$ cat src/rtl/score_streamer_if.sv
`default_nettype none
// ============================================================================
// Module   : score_streamer_if
// Brief    : Accumulator-in / score-out bundle for score_streamer.
// Revision : 1.0
// ============================================================================
interface score_streamer_if #(
  parameter int ACC_W = 24
);
  logic                    acc_valid;
  logic signed [ACC_W-1:0] acc_in;
  logic                    abort;
  logic                    valid_out;
  logic signed [11:0]      data_out;
  logic                    frame_done;
  logic                    busy;
  logic                    overrun;

  modport master (
    output acc_valid, acc_in, abort,
    input  valid_out, data_out, frame_done, busy, overrun
  );

  modport slave (
    input  acc_valid, acc_in, abort,
    output valid_out, data_out, frame_done, busy, overrun
  );
endinterface
`default_nettype wire

$ cat src/rtl/score_streamer.sv
`default_nettype none
// ============================================================================
// Module   : score_streamer
// Brief    : Buffers one frame of shifted class scores, then streams it out.
//            Define SCORE_SAT_EN to clamp scores instead of wrapping them.
// Revision : 1.0
// ============================================================================
module score_streamer #(
  parameter int ACC_W   = 24,
  parameter int SHIFT   = 8,
  parameter int N_CLASS = 10
) (
  input  logic            clk,
  input  logic            rst_n,
  score_streamer_if.slave bus
);
  localparam int IDX_W = (N_CLASS > 1) ? $clog2(N_CLASS) : 1;
  localparam logic [IDX_W-1:0] c_last_idx = IDX_W'(N_CLASS - 1);

  typedef enum logic [1:0] {
    S_FILL = 2'd0,
    S_SEND = 2'd1,
    S_DONE = 2'd2
  } state_t;

  state_t             r_state, w_state_nxt;
  logic [IDX_W-1:0]   r_wr_idx, w_wr_idx_nxt;
  logic [IDX_W-1:0]   r_rd_idx, w_rd_idx_nxt;
  logic               r_valid, w_valid_nxt;
  logic               r_done, w_done_nxt;
  logic               r_overrun, w_overrun_nxt;
  logic signed [11:0] r_data, w_data_nxt;
  logic signed [11:0] r_buf [N_CLASS];
  logic               w_cap;
  logic signed [11:0] w_score;

`ifdef SCORE_SAT_EN
  localparam logic signed [ACC_W-1:0] c_max = ACC_W'(2047);
  localparam logic signed [ACC_W-1:0] c_min = ACC_W'(-2048);
  logic signed [ACC_W-1:0] w_shift;

  assign w_shift = bus.acc_in >>> SHIFT;

  always_comb begin
    if (w_shift > c_max)      w_score = 12'h7FF;
    else if (w_shift < c_min) w_score = 12'h800;
    else                      w_score = w_shift[11:0];
  end
`else
  assign w_score = 12'(bus.acc_in >>> SHIFT);
`endif

  always_comb begin
    w_state_nxt   = r_state;
    w_wr_idx_nxt  = r_wr_idx;
    w_rd_idx_nxt  = r_rd_idx;
    w_valid_nxt   = 1'b0;
    w_done_nxt    = 1'b0;
    w_data_nxt    = r_data;
    w_overrun_nxt = r_overrun;
    w_cap         = 1'b0;
    // abort beats everything, including a same-cycle sample and the overrun flag
    if (bus.abort) begin
      w_state_nxt  = S_FILL;
      w_wr_idx_nxt = '0;
      w_rd_idx_nxt = '0;
    end else begin
      case (r_state)
        S_FILL: begin
          if (bus.acc_valid) begin
            w_cap = 1'b1;
            if (r_wr_idx == c_last_idx) begin
              w_state_nxt  = S_SEND;
              w_wr_idx_nxt = '0;
              w_rd_idx_nxt = '0;
              w_valid_nxt  = 1'b1;
              w_data_nxt   = (N_CLASS == 1) ? w_score : r_buf[0];
            end else begin
              w_wr_idx_nxt = r_wr_idx + 1'b1;
            end
          end
        end
        S_SEND: begin
          w_overrun_nxt = r_overrun | bus.acc_valid;
          if (r_rd_idx == c_last_idx) begin
            w_state_nxt  = S_DONE;
            w_done_nxt   = 1'b1;
            w_rd_idx_nxt = '0;
          end else begin
            w_rd_idx_nxt = r_rd_idx + 1'b1;
            w_valid_nxt  = 1'b1;
            w_data_nxt   = r_buf[w_rd_idx_nxt];
          end
        end
        S_DONE: begin
          w_overrun_nxt = r_overrun | bus.acc_valid;
          w_state_nxt   = S_FILL;
        end
        default: w_state_nxt = S_FILL;
      endcase
    end
  end

  always_ff @(posedge clk) begin
    if (!rst_n) begin
      r_state   <= S_FILL;
      r_wr_idx  <= '0;
      r_rd_idx  <= '0;
      r_valid   <= 1'b0;
      r_done    <= 1'b0;
      r_overrun <= 1'b0;
      r_data    <= '0;
      for (int i = 0; i < N_CLASS; i++) r_buf[i] <= '0;
    end else begin
      r_state   <= w_state_nxt;
      r_wr_idx  <= w_wr_idx_nxt;
      r_rd_idx  <= w_rd_idx_nxt;
      r_valid   <= w_valid_nxt;
      r_done    <= w_done_nxt;
      r_overrun <= w_overrun_nxt;
      r_data    <= w_data_nxt;
      if (w_cap) r_buf[r_wr_idx] <= w_score;
    end
  end

  assign bus.valid_out  = r_valid;
  assign bus.data_out   = r_data;
  assign bus.frame_done = r_done;
  assign bus.busy       = (r_state != S_FILL);
  assign bus.overrun    = r_overrun;
endmodule
`default_nettype wire

$ cat src/flat_wrapper.sv
// flat-port wrapper written by rule: the top's interface ports become plain ports
module score_streamer_flat 
#(
  parameter int ACC_W   = 24,
  parameter int SHIFT   = 8,
  parameter int N_CLASS = 10
)
  (clk, rst_n, bus_acc_valid, bus_acc_in, bus_abort, bus_valid_out, bus_data_out, bus_frame_done, bus_busy, bus_overrun);
  score_streamer_if #(.ACC_W(ACC_W)) bus_i ();
  input  logic clk;
  input  logic rst_n;
  input wire logic [$bits(bus_i.acc_valid)-1:0] bus_acc_valid;
  input wire logic [$bits(bus_i.acc_in)-1:0] bus_acc_in;
  input wire logic [$bits(bus_i.abort)-1:0] bus_abort;
  output wire logic [$bits(bus_i.valid_out)-1:0] bus_valid_out;
  output wire logic [$bits(bus_i.data_out)-1:0] bus_data_out;
  output wire logic [$bits(bus_i.frame_done)-1:0] bus_frame_done;
  output wire logic [$bits(bus_i.busy)-1:0] bus_busy;
  output wire logic [$bits(bus_i.overrun)-1:0] bus_overrun;
  assign bus_i.acc_valid = bus_acc_valid;
  assign bus_i.acc_in = bus_acc_in;
  assign bus_i.abort = bus_abort;
  assign bus_valid_out = bus_i.valid_out;
  assign bus_data_out = bus_i.data_out;
  assign bus_frame_done = bus_i.frame_done;
  assign bus_busy = bus_i.busy;
  assign bus_overrun = bus_i.overrun;
  score_streamer #(.ACC_W(ACC_W), .SHIFT(SHIFT), .N_CLASS(N_CLASS)) u_core (.clk(clk), .rst_n(rst_n), .bus(bus_i));
endmodule
$ cat config.mk
export PLATFORM = sky130hd
export DESIGN_NAME = score_streamer_flat
export DESIGN_NICKNAME = d
export VERILOG_FILES = /design/src/rtl/score_streamer_if.sv /design/src/rtl/score_streamer.sv /design/src/flat_wrapper.sv
export SDC_FILE = /design/constraint.sdc
export NUM_CORES = 1
export LEC_CHECK = 0
export CAP_MARGIN = 20
export CORE_MARGIN = 3
export CORE_UTILIZATION = 40
export CTS_CLUSTER_SIZE = 20
export DETAILED_ROUTE_END_ITERATION = 16
export DONT_BUFFER_PORTS = 1
export SYNTH_ARGS = -nofsm -noshare
export SYNTH_HDL_FRONTEND = slang
export SYNTH_SLANG_ARGS = --single-unit
$ cat constraint.sdc
create_clock -name clk -period 2.6 [get_ports clk]
set_input_delay 0.13 -clock clk [delete_from_list [all_inputs] [get_ports clk]]
set_output_delay 0.13 -clock clk [all_outputs]
set_load 0.005 [all_outputs]
==> impl_metrics.env <==
export IMPL_status="completed"
export IMPL_areaGrowthSynthToFinish_pct=13.8
export IMPL_dieHeight_um=158
export IMPL_rsz0062_at_grt="false"
export IMPL_dp_slack_ns=0.0917
export IMPL_core_um2=22700
export IMPL_vias=5379
export IMPL_hold_path_class="input port to register"
export IMPL_crit_type="register to register"
export IMPL_grt_pass1_wl_um=31300
export IMPL_htreeDepth=1
export IMPL_die_width_um=158
export IMPL_routed_wl_um=20300
export IMPL_synthCells=633
export IMPL_fp_dieArea_um2=25000
export IMPL_dpl_hpwl_um=13000
export IMPL_path_cells="ha_2 -> xor2_4 -> buf_12 -> mux4_1 -> o221ai_1 -> a31oi_1 -> a22o_1"
export IMPL_period_minus_slack_ns=2.47
export IMPL_syn_nets=666
export IMPL_leakage_nw=3.55
export IMPL_timing_final_ws_setup_ns=0.128
export IMPL_antenna_found_initial=0
export IMPL_numPortBuffers=0
export IMPL_endpoint_kind="register"
export IMPL_final_cell_mix="edfxtp_1, nor2_1, nand2_1"
export IMPL_startpoint_type="register"
export IMPL_maxSlewViolCount=0
export IMPL_synth_yosys_seq_area_share_pct=67.6
export IMPL_drt_pass1_iter_count=5
export IMPL_skew_ns=0.0146
export IMPL_gp_congestion=0.818
export IMPL_postRouteAntennaNets=0
export IMPL_grt_pass1_vias=5654
export IMPL_cts_root_buffer="clkbuf_16"
export IMPL_utilization_pct=46.5
export IMPL_overflow=0
export IMPL_maxCapViolCount=0
export IMPL_min_period_over_period_pct=95.1
export IMPL_synth_top_area_cell="edfxtp_1"
export IMPL_cp_top_family="multiplexers"
export IMPL_yosysTopAreaCellShare_pct=62.2
export IMPL_fp_row_count=55
export IMPL_tightest_slew_ns=0.666
export IMPL_synth_area_um2=9270
export IMPL_drc=0
export IMPL_post_cts_buffers=0
export IMPL_ys_flop_type="edfxtp_1"
export IMPL_nets=702
export IMPL_cp_arrival_ns=2.86
export IMPL_yosys_warnings=0
export IMPL_ir_worst_vdd_v=0.000368
export IMPL_clock_path_buffers=3
export IMPL_worst_path_buf_inv=1
export IMPL_setup_viol_count_final=0
export IMPL_final_common_cell="edfxtp_1"
export IMPL_multi_input_area_um2=2770
export IMPL_routed_via_density=5.55
export IMPL_async_reset_ff_share_pct=0
export IMPL_regArea_um2=6270
export IMPL_cp_max_fo=25
export IMPL_cts_sinks=217
export IMPL_avgSynthCellArea_um2=14.7
export IMPL_synth_seq_cells=217
export IMPL_synth_area_top_cells="edfxtp_1, mux4_2, dfxtp_1"
export IMPL_power_density_nw_per_um2=657
export IMPL_drive_above_1_share_pct=16.5
export IMPL_cts_tree="done"
export IMPL_yosysUniqueCellTypes=41
export IMPL_clock_latency_ns=0.50
export IMPL_cts_buffers=23
export IMPL_antenna_cells=0
export IMPL_synth_edf_count=192
export IMPL_grt_max_degree=50
export IMPL_clk_pin_slew_ns=0.06
export IMPL_grt_usage_pct=16.4
export IMPL_slew_headroom_pct=55.5
export IMPL_final_setup_tns_ns=0
export IMPL_start_util_pct=40.8
export IMPL_hold_violations=0
export IMPL_fmax_mhz=405
export IMPL_io_pins=44
export IMPL_cpPeakStageDelay_ns=0.64
export IMPL_first_iter_violations=417
export IMPL_required_ns=2.99
export IMPL_crit_slowest_cell="mux4_1"
export IMPL_fillerInstances=1969
export IMPL_wire_per_inst_um=20.9
cell families (layout without fill, tap and decap cells):
family / Yosys count / count (layout) / share of synthesized area [%]
buffers and inverters: 55 / 106 / 2.63
AOI/OAI and AO/OA: 59 / 59 / 4.41
adders and majority gates: 5 / 5 / 0.675
DFF: 217 / 217 / 67.6
xor gates and xnor gates: 4 / 4 / 0.580
and+or+nand+nor: 245 / 245 / 12.0
muxes: 48 / 48 / 12.2
final cells by class:
class / count / share of cell area, %
inverters: 16 / 0.569
well taps: 285 / 3.38
repair buffers: 50 / 4.15
flip-flops and latches: 217 / 59.4
clock inverters: 12 / 0.593
clock buffers: 28 / 5.63
multi-input cells: 361 / 26.3
synth_stat cells, types with 13 or more instances:
cell type,instances
dfxtp_1,25
inv_1,16
mux4_1,13
nand2_1,69
nand3_1,19
mux4_2,35
edfxtp_1,192
nor2_1,99
and2_1,25
clkbuf_1,22
a21oi_1,20
state kept, by name (all words and copies together) (netlist names):
name                   flops
u_core.bus.data_out       12
u_core.bus.frame_done      1
u_core.bus.overrun         1
u_core.bus.valid_out       1
u_core.r_buf             192
u_core.r_rd_idx            4
u_core.r_state             2
u_core.r_wr_idx            4
power by group:
group          switching, W  internal (W)  leakage (nW)
combinational      0.000111     0.0000643          1.19
sequential        0.0000212       0.00384          2.03
clock               0.00126       0.00162         0.326
total               0.00140       0.00553          3.55
timing repair:
item | 4_1_cts | 5_1_grt
endpoints found under the setup margin | 0 | 12
hold buffers | 15 | 0
endpoints found under the hold margin | 31 | 0
gates resized for setup | 0 | 2
layer usage:
metal,track usage [%],share of wire (%),wire [µm]
met5,0,0,0
met4,4.63,2.6,528
met3,3.18,6.2,1270
met2,26.6,50,10000
met1,22.9,42,8430
path summary, 6_finish.rpt:
kind                                                 startpoint                             endpoint  slack, ns  cells after the start
worst max register to register  u_core.r_rd_idx[1]$_SDFFE_PP0P_  u_core.bus.data_out[2]$_SDFFE_PN0P_       0.13                      7
worst min register to register   u_core.r_state[1]$_SDFFE_PP0P_       u_core.r_state[1]$_SDFFE_PP0P_       0.49                      2
worst min-delay path                                  bus_abort      u_core.r_rd_idx[3]$_SDFFE_PP0P_       0.03                      2
worst max-delay path            u_core.r_rd_idx[1]$_SDFFE_PP0P_  u_core.bus.data_out[2]$_SDFFE_PN0P_       0.13                      7
stage by stage:
| step | cells | total power (W) | hold WS [ns] | instance area (µm²) |
|---|---|---|---|---|
| after floorplan | 633 | 0.00404 | 0.328 | 9270 |
| after global placement | 914 | 0.00409 | 0.269 | 9740 |
| after detailed placement | 914 | 0.00410 | 0.280 | 9740 |
| after CTS | 969 | 0.00697 | 0.00721 | 10500 |
| after global routing | 969 | 0.00714 | 0.0374 | 10600 |
| final | 969 | 0.00693 | 0.0269 | 10600 |
Power figures use the tool's default switching activity.
